`src/rtl/whiten_frame_ctrl.sv`:
```
// Serial frame builder: preamble, sync word, externally whitened payload, optional CRC-8.
// Optional CRC-8 trailer is enabled by defining WHITEN_FRAME_CTRL_CRC8_EN.
module whiten_frame_ctrl #(
  parameter int          PREAMBLE_BITS = 16,
  parameter logic [15:0] SYNC_WORD     = 16'hD391
) (
  input  logic       clock,
  input  logic       reset,
  input  logic       start,
  input  logic [7:0] len,
  input  logic [7:0] in_data,
  input  logic       in_valid,
  output logic       in_ready,
  output logic       whiten_trigger,
  output logic       whiten_data,
  input  logic       wh_result,
  output logic       tx_bit,
  output logic       tx_valid,
  output logic       busy,
  output logic       done,
  output logic       underrun
);

  localparam logic [2:0] S_IDLE  = 3'd0;
  localparam logic [2:0] S_PRE   = 3'd1;
  localparam logic [2:0] S_SYNC  = 3'd2;
  localparam logic [2:0] S_PAY   = 3'd3;
  localparam logic [2:0] S_CRC   = 3'd4;
  localparam logic [2:0] S_FLUSH = 3'd5;
`ifdef WHITEN_FRAME_CTRL_CRC8_EN
  localparam logic [2:0] S_TAIL  = S_CRC;
`else
  localparam logic [2:0] S_TAIL  = S_FLUSH;
`endif

  logic [2:0] state_q, state_d;
  logic [7:0] slot_q, slot_d;
  logic [2:0] bit_q, bit_d;
  logic [7:0] byte_q, byte_d;
  logic [7:0] len_q, len_d;
  logic [7:0] data_q, data_d;
  logic       underrun_q, underrun_d;
  logic       tx_valid_q, tx_raw_q, wh_sel_q;
`ifdef WHITEN_FRAME_CTRL_CRC8_EN
  logic [7:0] crc_q, crc_d;
`endif

  logic raw_bit, whitened, emit, uf;

  always_comb begin
    raw_bit = 1'b0;
    case (state_q)
      S_PRE:  raw_bit = ~slot_q[0];
      S_SYNC: raw_bit = SYNC_WORD[~slot_q[3:0]];
      S_PAY:  raw_bit = data_q[~bit_q];
`ifdef WHITEN_FRAME_CTRL_CRC8_EN
      S_CRC:  raw_bit = crc_q[~bit_q];
`endif
      default: raw_bit = 1'b0;
    endcase
  end

`ifdef WHITEN_FRAME_CTRL_CRC8_EN
  assign whitened = (state_q == S_PAY) || (state_q == S_CRC);
`else
  assign whitened = (state_q == S_PAY);
`endif
  assign emit     = (state_q == S_PRE) || (state_q == S_SYNC) || whitened;
  // A fetch happens in the last slot of sync and of every non-final byte.
  assign in_ready = ((state_q == S_SYNC) && (slot_q == 8'd15) && (len_q != 8'd0)) ||
                    ((state_q == S_PAY) && (bit_q == 3'd7) && (byte_q != len_q - 8'd1));
  assign uf       = in_ready && !in_valid;

  always_comb begin
    state_d    = state_q;
    slot_d     = slot_q;
    bit_d      = bit_q;
    byte_d     = byte_q;
    len_d      = len_q;
    data_d     = data_q;
    underrun_d = underrun_q;
`ifdef WHITEN_FRAME_CTRL_CRC8_EN
    crc_d      = crc_q;
`endif
    case (state_q)
      S_IDLE: if (start) begin
        state_d    = S_PRE;
        len_d      = len;
        slot_d     = 8'd0;
        underrun_d = 1'b0;
      end
      S_PRE: begin
        slot_d = slot_q + 8'd1;
        if (slot_q == 8'(PREAMBLE_BITS - 1)) begin
          state_d = S_SYNC;
          slot_d  = 8'd0;
        end
      end
      S_SYNC: begin
        slot_d = slot_q + 8'd1;
        if (slot_q == 8'd15) begin
          slot_d = 8'd0;
          bit_d  = 3'd0;
          byte_d = 8'd0;
`ifdef WHITEN_FRAME_CTRL_CRC8_EN
          crc_d  = 8'h00;
`endif
          if (len_q == 8'd0) state_d = S_TAIL;
          else if (in_valid) begin
            state_d = S_PAY;
            data_d  = in_data;
          end else begin
            state_d    = S_IDLE;
            underrun_d = 1'b1;
          end
        end
      end
      S_PAY: begin
        bit_d = bit_q + 3'd1;
`ifdef WHITEN_FRAME_CTRL_CRC8_EN
        crc_d = {crc_q[6:0], 1'b0} ^ ((crc_q[7] ^ raw_bit) ? 8'h07 : 8'h00);
`endif
        if (bit_q == 3'd7) begin
          if (byte_q == len_q - 8'd1) state_d = S_TAIL;
          else if (in_valid) begin
            data_d = in_data;
            byte_d = byte_q + 8'd1;
          end else begin
            state_d    = S_IDLE;
            underrun_d = 1'b1;
          end
        end
      end
`ifdef WHITEN_FRAME_CTRL_CRC8_EN
      S_CRC: begin
        bit_d = bit_q + 3'd1;
        if (bit_q == 3'd7) state_d = S_FLUSH;
      end
`endif
      S_FLUSH: state_d = S_IDLE;
      default: state_d = S_IDLE;
    endcase
  end

  always_ff @(posedge clock) begin
    if (!reset) begin
      state_q    <= S_IDLE;
      slot_q     <= 8'd0;
      bit_q      <= 3'd0;
      byte_q     <= 8'd0;
      len_q      <= 8'd0;
      data_q     <= 8'd0;
      underrun_q <= 1'b0;
      tx_valid_q <= 1'b0;
      tx_raw_q   <= 1'b0;
      wh_sel_q   <= 1'b0;
`ifdef WHITEN_FRAME_CTRL_CRC8_EN
      crc_q      <= 8'h00;
`endif
    end else begin
      state_q    <= state_d;
      slot_q     <= slot_d;
      bit_q      <= bit_d;
      byte_q     <= byte_d;
      len_q      <= len_d;
      data_q     <= data_d;
      underrun_q <= underrun_d;
      // Every slot is shown one cycle late; an underrun kills the pending bit.
      tx_valid_q <= emit && !uf;
      tx_raw_q   <= emit && !whitened && raw_bit;
      wh_sel_q   <= whitened && !uf;
`ifdef WHITEN_FRAME_CTRL_CRC8_EN
      crc_q      <= crc_d;
`endif
    end
  end

  assign whiten_trigger = whitened;
  assign whiten_data    = whitened && raw_bit;
  assign tx_bit         = wh_sel_q ? wh_result : tx_raw_q;
  assign tx_valid       = tx_valid_q;
  assign busy           = (state_q != S_IDLE);
  assign done           = (state_q == S_FLUSH);
  assign underrun       = underrun_q;

endmodule

```
`config.mk`:
```
export PLATFORM = sky130hd
export DESIGN_NAME = whiten_frame_ctrl
export DESIGN_NICKNAME = d
export VERILOG_FILES = /design/src/rtl/whiten_frame_ctrl.sv
export SDC_FILE = /design/constraint.sdc
export NUM_CORES = 1
export LEC_CHECK = 0
export CAP_MARGIN = 20
export CORE_ASPECT_RATIO = 0.75
export CORE_MARGIN = 3
export CORE_UTILIZATION = 30
export DETAILED_ROUTE_END_ITERATION = 12
export PLACE_DENSITY_LB_ADDON = 0.1
export SLEW_MARGIN = 20
export SYNTH_ARGS = -nofsm -noshare
export SYNTH_HDL_FRONTEND = slang
export SYNTH_SLANG_ARGS = --single-unit
```
`constraint.sdc`:
```
create_clock -name clock -period 2.7 [get_ports clock]
set_input_delay 0.54 -clock clock [delete_from_list [all_inputs] [get_ports clock]]
set_output_delay 0.54 -clock clock [all_outputs]
set_load 0.05 [all_outputs]
```
==> flow_summary_export.csv <==
group,metric,value,unit
placed_design,port_buffers,28,
routing,top_layer_used,"met4",
synth,synth.yosys.seq_area_share,34.5,%
cells_and_area,post-route-util,40.1,%
timing,rsz0062_at_grt,"yes",
pwr,pwr-share-clk,24.1,%
timing,fin_crit_sh,102,%
grt,grt_overflow_total,0,
synth,syn_area,2430,um^2
clock_network,clk_pin_slew_worst_paths,80,ps
cells_and_area,drive_above_1_share,14.7,%
floorplanning,pin_count,29,
outcome,violations,"negative setup slack",
cells_and_area,fillers,799,
floorplanning,initial_core_util,32.0,%
synth,async_flop_share,0,%
clock_network,cts_buffers,5,
cells_and_area,layout_commonest_cell,"nand2_1",
cells_and_area,area_growth,25.1,%
setup_path,path_delay_family,"compound AO/OA/AOI/OAI gates",
grt,gr-usage-all-layers,13.8,%
synth,yosys_warnings,0,
timing,slew_headroom,56.6,%
pwr,seq_power_share,35.6,%
floorplanning,die-height,84.0,um
routing,drt_iter0_markers,67,
setup_path,cp_max_fo,3,
setup_path,cp-start-kind,"register",
setup_path,path_class,"reg2out",
timing,fin_ws,-47.2,ps
synth,yosys_register_bits,42,
pwr,p_comb_share,40.3,%
grt,grt_pass1_vias,1975,
synth,syn-instance-count,301,
setup_path,cp_cell_sequence,"nor4_4 > nand2_1 > o32a_1 > o21a_1 > or2_1 > a32o_2 > buf_8",
synth,synth_edf_count,0,
floorplanning,row_count,27,
routing,drc,0,
synth,synthesis.nets,329,
pwr,power.density,682,nW/um^2
floorplanning,die_width,110,um
setup_path,critical_path_required,2160,ps
pwr,vdd_drop_max,0.248,mV
placed_design,place_inst,428,
synth,syn_area_per_cell,8.09,um^2
clock_network,cts_tree,"yes",
setup_path,cpMaxStageDelayCell,"dfxtp_4",
clock_network,cts_hold_buffers,0,
timing,period_minus_slack,2750,ps
setup_path,critPathMaxStageDelay,360,ps
routing,routedWlPerCell,13.7,um
pwr,switching_share,36.8,%
grt,grt_max_degree,37,
job,cap_violations,0,
pwr,intPower,0.00131,W
timing,max_clock_freq,0.364,GHz
routing,wl_met1,3360,um
routing,wl_met2,2380,um
placed_design,dp_hpwl,4510,um
timing,skew,4.59,ps
synth,synth.area.top_cells,"dfxtp_1 35%, nand2_1 9.4%, mux2i_1 4.9%, ha_1 3.6%, a21boi_0 3.4%",
timing,worst_slew_pin_slew,645,ps
synth,synth.top_cell.area_share,34.5,%
setup_path,end_kind,"primary output",
floorplanning,dieArea,9240,um^2
synth,synth.largest_area_cell,"dfxtp_1",
setup_path,critPathArrivalTime,2210,ps
floorplanning,core_area,7600,um^2
timing,final_max_slew_viol_count,0,
placed_design,post-place-ws,91.5,ps
pwr,p_total,0.00208,W
timing,setup_viol,1,
grt,grt_pass1_wl,10200,um
clock_network,insertion_delay,290,ps
outcome,status,"finished with violations",
cells_and_area,nNetsFinal,367,
pwr,p_leak,1.15,nW
setup_path,ff2ff_setup_slack,240,ps
placed_design,gp_congestion,0.835,
cells_and_area,mostFrequentLayoutCells,"61 x nand2_1, 39 x dfxtp_1, 24 x clkdlybuf4s50_1",
cells_and_area,n_antenna_cell,0,
timing,hold_violations,0,
routing,ant_nets,0,
clock_network,cts_root_buf,"clkbuf_8",
grt,antenna_found_initial,0,
synth,synth_cell_type_count,49,
clock_network,cts_max_level,2,
routing,drt-total-wl,6060,um
cells_and_area,fin_cells,441,
clock_network,cts_buffer_depth,2,
routing,num_vias,2117,
clock_network,clock_sinks,42,
synth,synth_ff_type,"dfxtp_1",
routing,viasPerCell,4.80,
pwr,p_sw,0.000765,W
min_path,min_path_type,"reg2reg",
routing,drt_first_pass_iters,5,
routing,route.met3.wl,276,um
setup_path,crit_buf_inv,1,
-- worst register-to-register path, stage by stage (launching register included) --
cell and delay (ps):
dfxtp_4 360, nor4_4 320, nand2_1 110, o32a_1 290, o21a_1 140, buf_4 140
buf_4 120, o31ai_1 570, o21ai_0 190, a21oi_1 140
-- sequential cells by signal, summed over array words and instances (netlist names) --
register / flops
wh_sel_q: 1
data_q: 8
tx_valid: 1
state_q: 3
byte_q: 8
tx_raw_q: 1
len_q: 8
slot_q: 8
underrun: 1
bit_q: 3
-- final timing paths --
path / startpoint / end / cells past startpoint
worst max-delay path: len_q[3]$_SDFFE_PN0P_ / in_ready / 7
worst min register to register: underrun$_SDFFE_PN0P_ / underrun$_SDFFE_PN0P_ / 2
worst max register to register: len_q[3]$_SDFFE_PN0P_ / byte_q[3]$_SDFFE_PN0P_ / 9
worst min-delay path: underrun$_SDFFE_PN0P_ / underrun$_SDFFE_PN0P_ / 2
-- layer usage --
metal / vias up / global-route usage, %
li1: 1123 / -
met1: 952 / 22.0
met2: 37 / 18.1
met3: 5 / 3.33
met4: 0 / 3.40
met5: - / 0
-- power by group through the flow --
stage | sequential, W | clock, W | combinational [W]
after floorplan | 0.000766 | 0 | 0.000531
after global placement | 0.000749 | 0 | 0.000782
after detailed placement | 0.000752 | 0 | 0.000780
after CTS | 0.000739 | 0.000520 | 0.000806
after global routing | 0.000754 | 0.000542 | 0.000928
final | 0.000739 | 0.000501 | 0.000838
-- Yosys cell counts, drive strengths merged (2+ instances only) --
| library cell | number |
|---|---|
| a21boi | 11 |
| o21a | 4 |
| nor2 | 20 |
| a31oi | 3 |
| inv | 8 |
| nor3b | 4 |
| and3 | 10 |
| buf | 4 |
| and2 | 2 |
| o31ai | 2 |
| a21oi | 15 |
| mux4 | 3 |
| mux2 | 2 |
| nor3 | 3 |
| a32o | 2 |
| nand4 | 3 |
| nand3b | 2 |
| nand2 | 61 |
| a21o | 2 |
| o21ai | 11 |
| nand2b | 3 |
| nor4 | 2 |
| nand3 | 10 |
| xnor2 | 9 |
| or2 | 4 |
| o22ai | 2 |
| clkbuf | 11 |
| xor2 | 2 |
| or3 | 6 |
| mux2i | 12 |
| ha | 7 |
| dfxtp | 42 |
| nor2b | 7 |
| o221a | 2 |
-- cells by family after synthesis --
| family | after synthesis | share of synthesized area [%] |
|---|---|---|
| adders and majority gates | 7 | 3.60 |
| muxes | 17 | 8.63 |
| DFF | 42 | 34.5 |
| AOI/OAI and AO/OA | 61 | 17.1 |
| and+or+nand+nor | 139 | 27.8 |
| buffers and inverters | 24 | 4.42 |
| xor gates and xnor gates | 11 | 3.96 |
-- repair_timing --
action	4_1_cts	5_1_grt
pin swaps	6	4
setup buffers	2	3
setup endpoints to repair	1	1
resized for setup	8	4
-- area by class of cell --
type / count / area (um^2) / area share (%)
clock buffers: 7 / 76.3 / 2.51
clock inverters: 1 / 30.0 / 0.986
inverters: 9 / 33.8 / 1.11
multi-input cells: 235 / 1510 / 49.4
flip-flops and latches: 42 / 850 / 27.9
well taps: 101 / 126 / 4.15
repair buffers: 46 / 425 / 14.0
-- metrics by stage --
step           setup TNS [ps]  area (um^2)  hold WS, ps
4_1_cts                 -55.4         3020          449
3_5_place_dp                0         2870          436
3_3_place_gp                0         2870          436
2_1_floorplan               0         2440          432
5_1_grt                  -197         3050          479
6_report                -47.2         3050          447
(Power assumes the default switching activity.)
